<file path="src/rtl/kappa3_pkg.sv">
// -----------------------------------------------------------------------------
// kappa3_pkg
// Shared definitions for the kappa3 core control path: the one-hot phase
// codes driven onto the controller's cstate input, the instruction
// sequencer state encoding, and the opcode constants the controller uses
// to decide which phases need the memory port.
// -----------------------------------------------------------------------------
package kappa3_pkg;

    // One-hot instruction phase codes (cstate)
    localparam logic [3:0] PH_NONE = 4'b0000;
    localparam logic [3:0] PH_IF   = 4'b0001;
    localparam logic [3:0] PH_DE   = 4'b0010;
    localparam logic [3:0] PH_EX   = 4'b0100;
    localparam logic [3:0] PH_WB   = 4'b1000;

    // Sequencer states
    typedef enum logic [2:0] {
        ST_IDLE = 3'd0,
        ST_IF   = 3'd1,
        ST_DE   = 3'd2,
        ST_EX   = 3'd3,
        ST_WB   = 3'd4,
        ST_ERR  = 3'd5
    } state_t;

    // Controller opcode classes
    localparam logic [3:0] OP_ALU    = 4'h0;
    localparam logic [3:0] OP_LOAD   = 4'h1;
    localparam logic [3:0] OP_STORE  = 4'h2;
    localparam logic [3:0] OP_BRANCH = 4'h3;
    localparam logic [3:0] OP_JUMP   = 4'h4;

    // WB needs the memory port only for loads and stores
    function automatic logic wb_needs_mem(input logic [3:0] op);
        return (op == OP_LOAD) || (op == OP_STORE);
    endfunction

    // Phase code shown on cstate while sitting in a given state
    function automatic logic [3:0] phase_of(input state_t s);
        logic [3:0] ph;
        case (s)
            ST_IF:   ph = PH_IF;
            ST_DE:   ph = PH_DE;
            ST_EX:   ph = PH_EX;
            ST_WB:   ph = PH_WB;
            default: ph = PH_NONE;
        endcase
        return ph;
    endfunction

endpackage

</file>
<file path="src/rtl/phase_sequencer_checker.sv">
// -----------------------------------------------------------------------------
// phase_sequencer_checker
// Invariants on the sequencer outputs.
// Ports (all inputs): clock, reset, cstate, phase_done, stall, halted.
// -----------------------------------------------------------------------------
module phase_sequencer_checker (
    input logic       clock,
    input logic       reset,
    input logic [3:0] cstate,
    input logic       phase_done,
    input logic       stall,
    input logic       halted
);

    // cstate one-hot or zero; a phase is never both done and stalled; idle shows no phase
    always @(posedge clock) begin
        if (!reset) begin
            assert ($onehot0(cstate));
            assert (!(phase_done && stall));
            assert (!halted || (cstate == 4'b0000));
        end
    end

endmodule

</file>
<file path="src/rtl/wait_timer.sv">
// -----------------------------------------------------------------------------
// wait_timer
// Counts stalled cycles within one memory phase and flags when the count has
// reached WAIT_MAX.
// Ports:
//   clock, reset  system clock, asynchronous active-high reset
//   inc           count one more stalled cycle
//   clr           return the count to zero (wins over inc)
//   expired       count == WAIT_MAX
// -----------------------------------------------------------------------------
module wait_timer #(
    parameter int TW       = 4,
    parameter int WAIT_MAX = 15
) (
    input  logic clock,
    input  logic reset,
    input  logic inc,
    input  logic clr,
    output logic expired
);

    localparam logic [TW-1:0] LIMIT = TW'(WAIT_MAX);

    logic [TW-1:0] count_r;

    // Stall counter; holds at LIMIT so it can never wrap back to zero
    always_ff @(posedge clock or posedge reset) begin
        if (reset) begin
            count_r <= '0;
        end else if (clr) begin
            count_r <= '0;
        end else if (inc && (count_r != LIMIT)) begin
            count_r <= count_r + TW'(1);
        end else begin
            count_r <= count_r;
        end
    end

    assign expired = (count_r == LIMIT);

endmodule

</file>
<file path="src/rtl/phase_sequencer.sv">
// -----------------------------------------------------------------------------
// phase_sequencer
// Steps the controller through IF/DE/EX/WB, holding IF and WB while memory
// is busy, running freely or one instruction at a time, halting only at
// instruction boundaries, counting retired instructions and trapping memory
// timeouts into a sticky error state.
// Ports:
//   clock, reset   system clock, asynchronous active-high reset
//   run            level, execute instructions back-to-back
//   step           pulse, execute exactly one instruction
//   stop_req       level, halt at the next instruction boundary
//   clear          pulse, leave ERR and clear timeout_err
//   mem_req        current phase needs memory (controller-decoded)
//   mem_ack        memory completes the access this cycle
//   cstate[3:0]    one-hot phase, 0000 when idle or in error (registered)
//   phase_done     last cycle of the current phase
//   stall          phase held waiting for mem_ack
//   halted         sequencer idle (registered)
//   timeout_err    sticky memory timeout flag (registered)
//   retired[31:0]  completed WB phases, wraps (registered)
// -----------------------------------------------------------------------------
module phase_sequencer
    import kappa3_pkg::*;
#(
    parameter int WAIT_MAX = 15,
    parameter int TW       = 4
) (
    input  logic        clock,
    input  logic        reset,
    input  logic        run,
    input  logic        step,
    input  logic        stop_req,
    input  logic        clear,
    input  logic        mem_req,
    input  logic        mem_ack,
    output logic [3:0]  cstate,
    output logic        phase_done,
    output logic        stall,
    output logic        halted,
    output logic        timeout_err,
    output logic [31:0] retired
);

    state_t      state_r;
    logic [3:0]  cstate_r;
    logic        halted_r;
    logic        timeout_err_r;
    logic [31:0] retired_r;
    logic        step_pend_r;
    logic        step_inst_r;   // current instruction was started by step

    logic mem_phase_s;
    logic stall_s;
    logic phase_done_s;
    logic timeout_s;
    logic expired_s;
    logic tmr_inc_s;
    logic tmr_clr_s;

    // Phase completion and stall decode. mem_ack only reaches phase_done/stall;
    // cstate comes straight from a register.
    always_comb begin
        mem_phase_s  = 1'b0;
        stall_s      = 1'b0;
        phase_done_s = 1'b0;
        mem_phase_s  = (state_r == ST_IF) || (state_r == ST_WB);
        if (mem_phase_s) begin
            if (mem_req) begin
                stall_s      = ~mem_ack;
                phase_done_s = mem_ack;
            end else begin
                stall_s      = 1'b0;
                phase_done_s = 1'b1;
            end
        end else if ((state_r == ST_DE) || (state_r == ST_EX)) begin
            phase_done_s = 1'b1;
        end else begin
            phase_done_s = 1'b0;
        end
        // stall_s already excludes mem_ack, so a late ack beats the timeout
        timeout_s = stall_s & expired_s;
        tmr_inc_s = stall_s;
        tmr_clr_s = ~stall_s | expired_s;
    end

    wait_timer #(
        .TW       (TW),
        .WAIT_MAX (WAIT_MAX)
    ) u_wait_timer (
        .clock   (clock),
        .reset   (reset),
        .inc     (tmr_inc_s),
        .clr     (tmr_clr_s),
        .expired (expired_s)
    );

    // Sequencer FSM with step latch, retire counter and registered outputs
    always_ff @(posedge clock or posedge reset) begin
        if (reset) begin
            state_r       <= ST_IDLE;
            cstate_r      <= PH_NONE;
            halted_r      <= 1'b1;
            timeout_err_r <= 1'b0;
            retired_r     <= 32'd0;
            step_pend_r   <= 1'b0;
            step_inst_r   <= 1'b0;
        end else begin
            step_pend_r <= step_pend_r | step;
            case (state_r)
                ST_IDLE: begin
                    // step outranks stop_req
                    if (step || step_pend_r || (run && !stop_req)) begin
                        state_r     <= ST_IF;
                        cstate_r    <= PH_IF;
                        halted_r    <= 1'b0;
                        step_pend_r <= 1'b0;
                        step_inst_r <= step | step_pend_r;
                    end
                end
                ST_IF: begin
                    if (timeout_s) begin
                        state_r       <= ST_ERR;
                        cstate_r      <= PH_NONE;
                        timeout_err_r <= 1'b1;
                        step_pend_r   <= 1'b0;
                        step_inst_r   <= 1'b0;
                    end else if (phase_done_s) begin
                        state_r  <= ST_DE;
                        cstate_r <= PH_DE;
                    end
                end
                ST_DE: begin
                    state_r  <= ST_EX;
                    cstate_r <= PH_EX;
                end
                ST_EX: begin
                    state_r  <= ST_WB;
                    cstate_r <= PH_WB;
                end
                ST_WB: begin
                    if (timeout_s) begin
                        state_r       <= ST_ERR;
                        cstate_r      <= PH_NONE;
                        timeout_err_r <= 1'b1;
                        step_pend_r   <= 1'b0;
                        step_inst_r   <= 1'b0;
                    end else if (phase_done_s) begin
                        retired_r <= retired_r + 32'd1;
                        // A step in this very cycle also forces a boundary stop
                        if (run && !stop_req && !step_pend_r && !step && !step_inst_r) begin
                            state_r     <= ST_IF;
                            cstate_r    <= PH_IF;
                            step_pend_r <= 1'b0;
                            step_inst_r <= 1'b0;
                        end else begin
                            state_r  <= ST_IDLE;
                            cstate_r <= PH_NONE;
                            halted_r <= 1'b1;
                        end
                    end
                end
                ST_ERR: begin
                    step_pend_r <= 1'b0;
                    if (clear) begin
                        state_r       <= ST_IDLE;
                        cstate_r      <= PH_NONE;
                        halted_r      <= 1'b1;
                        timeout_err_r <= 1'b0;
                    end
                end
                default: begin
                    state_r       <= ST_IDLE;
                    cstate_r      <= PH_NONE;
                    halted_r      <= 1'b1;
                    timeout_err_r <= 1'b0;
                    step_pend_r   <= 1'b0;
                    step_inst_r   <= 1'b0;
                end
            endcase
        end
    end

    assign cstate      = cstate_r;
    assign phase_done  = phase_done_s;
    assign stall       = stall_s;
    assign halted      = halted_r;
    assign timeout_err = timeout_err_r;
    assign retired     = retired_r;

    phase_sequencer_checker u_checker (
        .clock      (clock),
        .reset      (reset),
        .cstate     (cstate_r),
        .phase_done (phase_done_s),
        .stall      (stall_s),
        .halted     (halted_r)
    );

endmodule

</file>
<file path="config.mk">
export PLATFORM = sky130hd
export DESIGN_NAME = phase_sequencer
export DESIGN_NICKNAME = d
export VERILOG_FILES = /design/src/rtl/kappa3_pkg.sv /design/src/rtl/phase_sequencer_checker.sv /design/src/rtl/wait_timer.sv /design/src/rtl/phase_sequencer.sv
export SDC_FILE = /design/constraint.sdc
export NUM_CORES = 1
export LEC_CHECK = 0
export BUFFER_PORTS_ARGS = -buffer_cell sky130_fd_sc_hd__buf_2
export CORE_AREA = 5 5 80 82
export DETAILED_ROUTE_END_ITERATION = 12
export DIE_AREA = 0 0 85 87
export PLACE_DENSITY = 0.66
export SYNTH_ARGS = -nofsm -noshare
export SYNTH_HDL_FRONTEND = slang
export SYNTH_SLANG_ARGS = --single-unit
</file>
<file path="constraint.sdc">
create_clock -name clock -period 2.5 [get_ports clock]
set_clock_uncertainty 0.2 [all_clocks]
set_input_delay 0.375 -clock clock [delete_from_list [all_inputs] [get_ports clock]]
set_output_delay 0.375 -clock clock [all_outputs]
set_load 0.01 [all_outputs]
</file>
### Word-level counts from Yosys, hierarchy flattened

Cells that the tools add are included.

| storage, ports and cells | value |
|---|---|
| flip-flop bits (word level) | 47 |
| bits of input ports | 8 |
| output and inout port bits | 40 |
| logic and storage cells | 105 |

| operators by class | value |
|---|---|
| add/sub/neg operators | 2 |
| equal/unequal tests | 17 |
| mux-type cells | 44 |
| bitwise gates (word level) | 9 |
| reduce and logical (&&, ||, !) cells | 25 |

Operator list:

| operator | number |
|---|---|
| adder 32 x 1 -> 32 bit (second input constant) | 1 |
| 2-to-1 mux 4 bit | 8 |
| 2-to-1 mux 1 bit | 24 |
| case mux 4 bit (6 select lines) | 1 |
| 2-to-1 mux 3 bit | 6 |
| case mux 3 bit (6 select lines) | 1 |
| inequality test 2 bit (second input constant) | 6 |
| case mux 1 bit (4 select lines) | 3 |
| OR reduction 3 bit | 3 |
| == test 3 x 2 -> 1 bit (second input constant) | 2 |
| == test 3 bit (second input constant) | 2 |
| inequality test 3 bit (second input constant) | 2 |
| NOT 1 bit | 6 |
| AND reduction 3 bit | 2 |
| AND reduction 6 bit | 1 |
| logical AND 1 bit | 5 |
| AND reduction 5 bit | 1 |
| adder 4 x 1 -> 4 bit (second input constant) | 1 |
| == test 4 bit (second input constant) | 1 |
| zero test 1 bit | 4 |
| logical OR 1 bit | 4 |
| inequality test 4 bit (second input constant) | 1 |
| AND reduction 4 bit | 1 |
| OR reduction 2 bit | 2 |
| 8 further kinds | 9 |

### Longest topological paths before layout

| logic depth | value |
|---|---|
| word-level depth | 9 |
| depth in mapped cells | 6 |
| depth with buffers taken out | 5 |

### Hierarchy

From an unflattened synthesis, not the netlist that was laid out.

| second synthesis, totals | value |
|---|---|
| cell total of the unflattened synthesis | 227 |
| area, all modules | 2417.3 um^2 |

By module, submodules not included:

| module | times used | cells an instance | area an instance (um^2) | seq. area each (um^2) |
|---|---|---|---|---|
| phase_sequencer | 1 | 206 | 2184.6 | 1077.3 |
| wait_timer | 1 | 21 | 232.7 | 100.1 |

### Least setup slack after synthesis

OpenSTA, ideal clock, no wires.

| timing | value |
|---|---|
| path kind | reg-to-reg |
| from | reg state_r[0] |
| to | reg retired_r[18], in the netlist retired[18] |
| setup time | 0.127 ns |
| arrival time | 1.538 ns |
| data required time | 2.173 ns |
| setup slack | 0.636 ns |
| cell stages (with the launch flop) | 6 |
| path buffers | 1 |
| clock period less this slack | 1.864 ns |
| cell sequence | dfrtp_1 > buf_2 > or3b_4 > nor3_2 > nand4_1 > xnor2_1 |

| on the way | value |
|---|---|
| cells in the longest elaborated chain, start to end | 6 |
| elaborated cells between the ends (all ways) | 12 |
| classes of those cells | eq/ne (4); mux (3); bitwise (2); reduce/logical (3) |

Ends and longest elaborated chain:

| what | line | RTL |
|---|---|---|
| from (decl) | phase_sequencer.sv:44 | `state_t state_r;` |
| from (signal assigned) | phase_sequencer.sv:100 | `state_r <= ST_IDLE;` |
| from (signal assigned) | phase_sequencer.sv:113 | `state_r <= ST_IF;` |
| from (signal assigned) | phase_sequencer.sv:122 | `state_r <= ST_ERR;` |
| == test 3 x 1 -> 1 bit or == test 3 bit (tied branches) | phase_sequencer.sv:66, phase_sequencer.sv:109 |  |
| logical OR 1 bit | phase_sequencer.sv:66 | `mem_phase_s = (state_r == ST_IF) \|\| (state_r == ST_WB);` |
| 2-to-1 mux 1 bit | phase_sequencer.sv:67 | `if (mem_phase_s) begin` |
| bitwise AND 1 bit | phase_sequencer.sv:81 | `timeout_s = stall_s & expired_s;` |
| NOT 1 bit (no source line) | - |  |
| AND reduction 3 bit (no source line) (*) | - |  |
| to (signal assigned) | phase_sequencer.sv:148 | `retired_r <= retired_r + 32'd1;` |
| to (decl) | phase_sequencer.sv:48 | `logic [31:0] retired_r;` |

Every way passes the cells marked *; elsewhere a longest branch is shown, timed or not.
A chain may end at the register's enable or synchronous reset.

### Final worst setup path

| timing | value |
|---|---|
| from | reg state_r[2] |
| to | out stall |

| on the way | value |
|---|---|
| cells in the longest elaborated chain, start to end | 3 |
| elaborated cells between the ends (all ways) | 4 |
| classes of those cells | eq/ne (2); mux (1); reduce/logical (1) |

Ends and longest elaborated chain:

| what | line | RTL |
|---|---|---|
| == test 3 x 1 -> 1 bit or == test 3 bit (tied branches) | phase_sequencer.sv:66 |  |
| logical OR 1 bit (*) | phase_sequencer.sv:66 |  |
| 2-to-1 mux 1 bit (*) | phase_sequencer.sv:67 |  |
| to (decl) | phase_sequencer.sv:38 | `output logic stall,` |

Marks and branches as above.

==> flow_metrics.py <==
metrics = {
    "yosys": {
        "synth_area_um2": 2419,
        "synth.area.top_cells": "dfrtp_1, xnor2_1, nand4_1",
        "synth-seq-cells": 47,
        "avgSynthCellArea_um2": 10.56,
        "synthesis.nets": 239,
        "synth-edff-count": 0,
        "yosysWarnings": 0,
        "synth_top_area_share_pct": 47.59,
        "synth_flop_cell": "dfrtp_1",
        "yosysTopAreaCell": "dfrtp_1",
        "synthDistinctLibCells": 52,
        "synthTopCellsByCount": "dfrtp_1, xnor2_1, nand4_1, nand2_1",
        "ys_seq_area_share_pct": 48.68,
        "syn_inst": 229,
        "yosysMostFrequentCell": "dfrtp_1",
        "async_reset_ff_share_pct": 100.0,
    },
    "timing": {
        "slew_headroom_pct": 69.17,
        "tightest_slew_ns": 0.4617,
        "rsz0062_at_grt": "false",
        "setup_viol": 0,
        "post-route-min-period_ns": 2.327,
        "slew_violations": 0,
        "fin_setup_tns_ns": 0,
        "period_share_pct": 93.06,
        "fmax_mhz": 429.8,
        "finalWorstSetupSlack_ns": 0.1735,
        "finalHoldViolCount": 0,
    },
    "global_route": {
        "grt_max_degree": 23,
        "gr-usage-met2_pct": 23.52,
        "grt_pass1_wl_mm": 8.721,
        "gr-total-overflow": 0,
        "antenna_found_initial": 0,
        "met1_usage_pct": 19.35,
        "grt_usage_pct": 14.69,
        "use_met3_pct": 3.879,
        "top_usage_layer": "met2",
        "grt_pass1_vias": 1907,
    },
    "cells_and_area": {
        "fillers": 546,
        "area_growth_pct": 19.81,
        "final_cell_count_no_fill": 359,
        "diodes": 0,
        "drive_gt1_share_pct": 27.11,
        "nNetsFinal": 293,
    },
    "route": {
        "vias_per_cell": 5.359,
        "routedWlPerCell_um": 14.30,
        "dr.pass1.iters": 4,
        "drc": 0,
        "vias": 1924,
        "detail-route-antenna-nets": 0,
        "drt_wl_total_mm": 5.135,
        "initialDrtViolationCount": 101,
    },
    "critical_path": {
        "r2r-start": "u_wait_timer.count_r[0]",
        "max_stage_delay_ns": 0.49,
        "r2r_setup_slack_ns": 0.48,
        "endpoint_kind": "output pin",
        "cp_num_cells": 5,
        "path_cells": "buf_4, xnor2_1, or3_1, inv_1, buf_2",
        "r2r-end": "cstate[0]",
        "path_buf_inv": 3,
        "worstPathArrival_ns": 1.75,
        "startpoint": "state_r[2]",
        "criticalPathCategory": "reg -> out",
        "cp_max_fo": 10,
        "worst_setup_path_start_kind": "flip-flop",
        "r2r_cells": 6,
        "crit_required_ns": 1.92,
        "critical_path.top_delay_family": "flip-flops",
        "crit_slowest_cell": "dfrtp_1",
    },
    "clock_network": {
        "htree_levels": 2,
        "postCtsSetupBuffers": 0,
        "root_buffer": "clkbuf_8",
        "cts_sinks": 47,
        "cts.clk_slew.worst_paths_ns": 0.09,
        "clock_path_buffers": 2,
        "cts_tree": "done",
        "cts_inserted_buffers": 5,
        "insertion_delay_ns": 0.29,
    },
    "die": {
        "rows": 28,
        "boundaryPins": 48,
        "fp.dieH_um": 87,
        "initial_core_util_pct": 42.61,
        "dieWidth_um": 85,
        "core_um2": 5675,
        "die_area_um2": 7395,
    },
    "status": {
        "status": "finished, final reports clean",
    },
    "power_and_ir_drop": {
        "p_leak_nw": 1.385,
        "p_seq_share_pct": 42.3,
        "power_frac_comb_pct": 31.0,
        "p_per_area_nw_per_um2": 842.7,
        "p_int_mw": 1.618,
        "switchingPower_mw": 0.8240,
        "peakVddDrop_uv": 480.2,
        "p_sw_share_pct": 33.74,
        "p_clk_share_pct": 26.7,
    },
    "hold_path": {
        "hold_path.startpoint": "step",
        "min_path_type": "in -> reg",
        "holdPathEnd": "step_inst_r",
        "hold_depth": 4,
    },
    "place": {
        "dp_hpwl_mm": 3.796,
        "dpl.cell_count": 350,
        "port_buffers": 47,
        "gp_congestion": 0.9375,
        "dp_slack_ns": 0.4971,
    },
    "run": {
        "max_cap_violations": 0,
    },
}
==> timing repair <==
| action | in CTS | in global routing |
|---|---|---|
| hold buffers | 1 | 0 |
| gates resized for setup | 0 | 0 |
| hold endpoints to repair | 19 | 0 |
==> worst max-delay path by stage <==
| stage | end | slack (ns) |
|---|---|---|
| after global routing | stall | 0.06 |
| final | stall | 0.17 |
| after global placement | state_r[2] | 0.54 |
| after detailed placement | cstate[0] | 0.50 |
| after floorplan | retired[18] | 0.64 |
| after CTS | stall | 0.17 |
==> worst min-delay path, stage by stage <==
cell and delay, ns:
buf_2 0.08, or2_2 0.13, a32oi_1 0.05, o21ai_0 0.07
==> final cells by class <==
cell class / instances / area, um2 / area share (%)
inverter: 11 / 41.29 / 1.425
sequential: 47 / 1177 / 40.63
clock buffer: 6 / 72.57 / 2.504
tap: 75 / 93.84 / 3.238
timing repair buffer: 57 / 312.8 / 10.79
multi-input combinational: 161 / 1140 / 39.33
clock inverter: 2 / 60.06 / 2.073
==> placed cells by master (no fill, tap or decap), types with 2 or more instances in the layout <==
master     count
buf_2         47
dfrtp_1       46
xnor2_1       27
nand4_1       17
nand2_1       13
and3_1        11
inv_1         10
nor2_1        10
o21ai_0        9
buf_4          9
nand3_1        7
a21oi_1        7
xor2_1         6
nor3_1         5
nand2b_1       5
clkbuf_8       5
and2_1         4
nor2b_1        3
and4_1         3
a32oi_1        2
nand3b_1       2
nor3_2         2
ha_1           2
bufinv_16      2
==> sequential cells by signal (all words and copies together), names as in the netlist <==
name,flops
retired,32
cstate,4
u_wait_timer.count_r,4
state_r,3
halted,1
step_inst_r,1
step_pend_r,1
timeout_err,1
==> cells by family after synthesis <==
| family | count (synthesis) | synth area share (%) |
|---|---|---|
| flip-flops | 47 | 48.68 |
| multiplexers | 2 | 0.8794 |
| buffers and inverters | 21 | 4.190 |
| XOR/XNOR | 33 | 11.95 |
| AND/OR/NAND/NOR | 95 | 25.61 |
| AO/OA/AOI/OAI | 29 | 7.657 |
| adder cells (fa/ha/maj) | 2 | 1.034 |
==> per-stage QoR <==
| step | cell area [um2] | power, mW | hold slack (ns) | utilization, % |
|---|---|---|---|---|
| floorplan | 2419 | 1.543 | 0.2627 | - |
| global placement | 2755 | 1.792 | 0.2254 | 48.55 |
| detailed placement | 2755 | 1.804 | 0.2296 | 48.55 |
| CTS | 2898 | 2.465 | 0.2452 | 51.06 |
| global route | 2898 | 2.618 | 0.2907 | 51.06 |
| finish | 2898 | 2.442 | 0.2532 | 51.06 |
==> power by group through the flow <==
stage	Clock, mW	Sequential (mW)	Combinational, mW
final	0.652	1.03	0.757
after global routing	0.707	1.06	0.855
after CTS	0.670	1.03	0.760
after detailed placement	0	1.05	0.755
after global placement	0	1.04	0.750
after floorplan	0	1.03	0.514
==> routing by layer <==
layer,share of wire (%),routed length [um]
met2,48,2483
met1,45,2312
met5,0,0
met3,6.1,312
met4,0.53,27
Power figures use the tool's default switching activity.
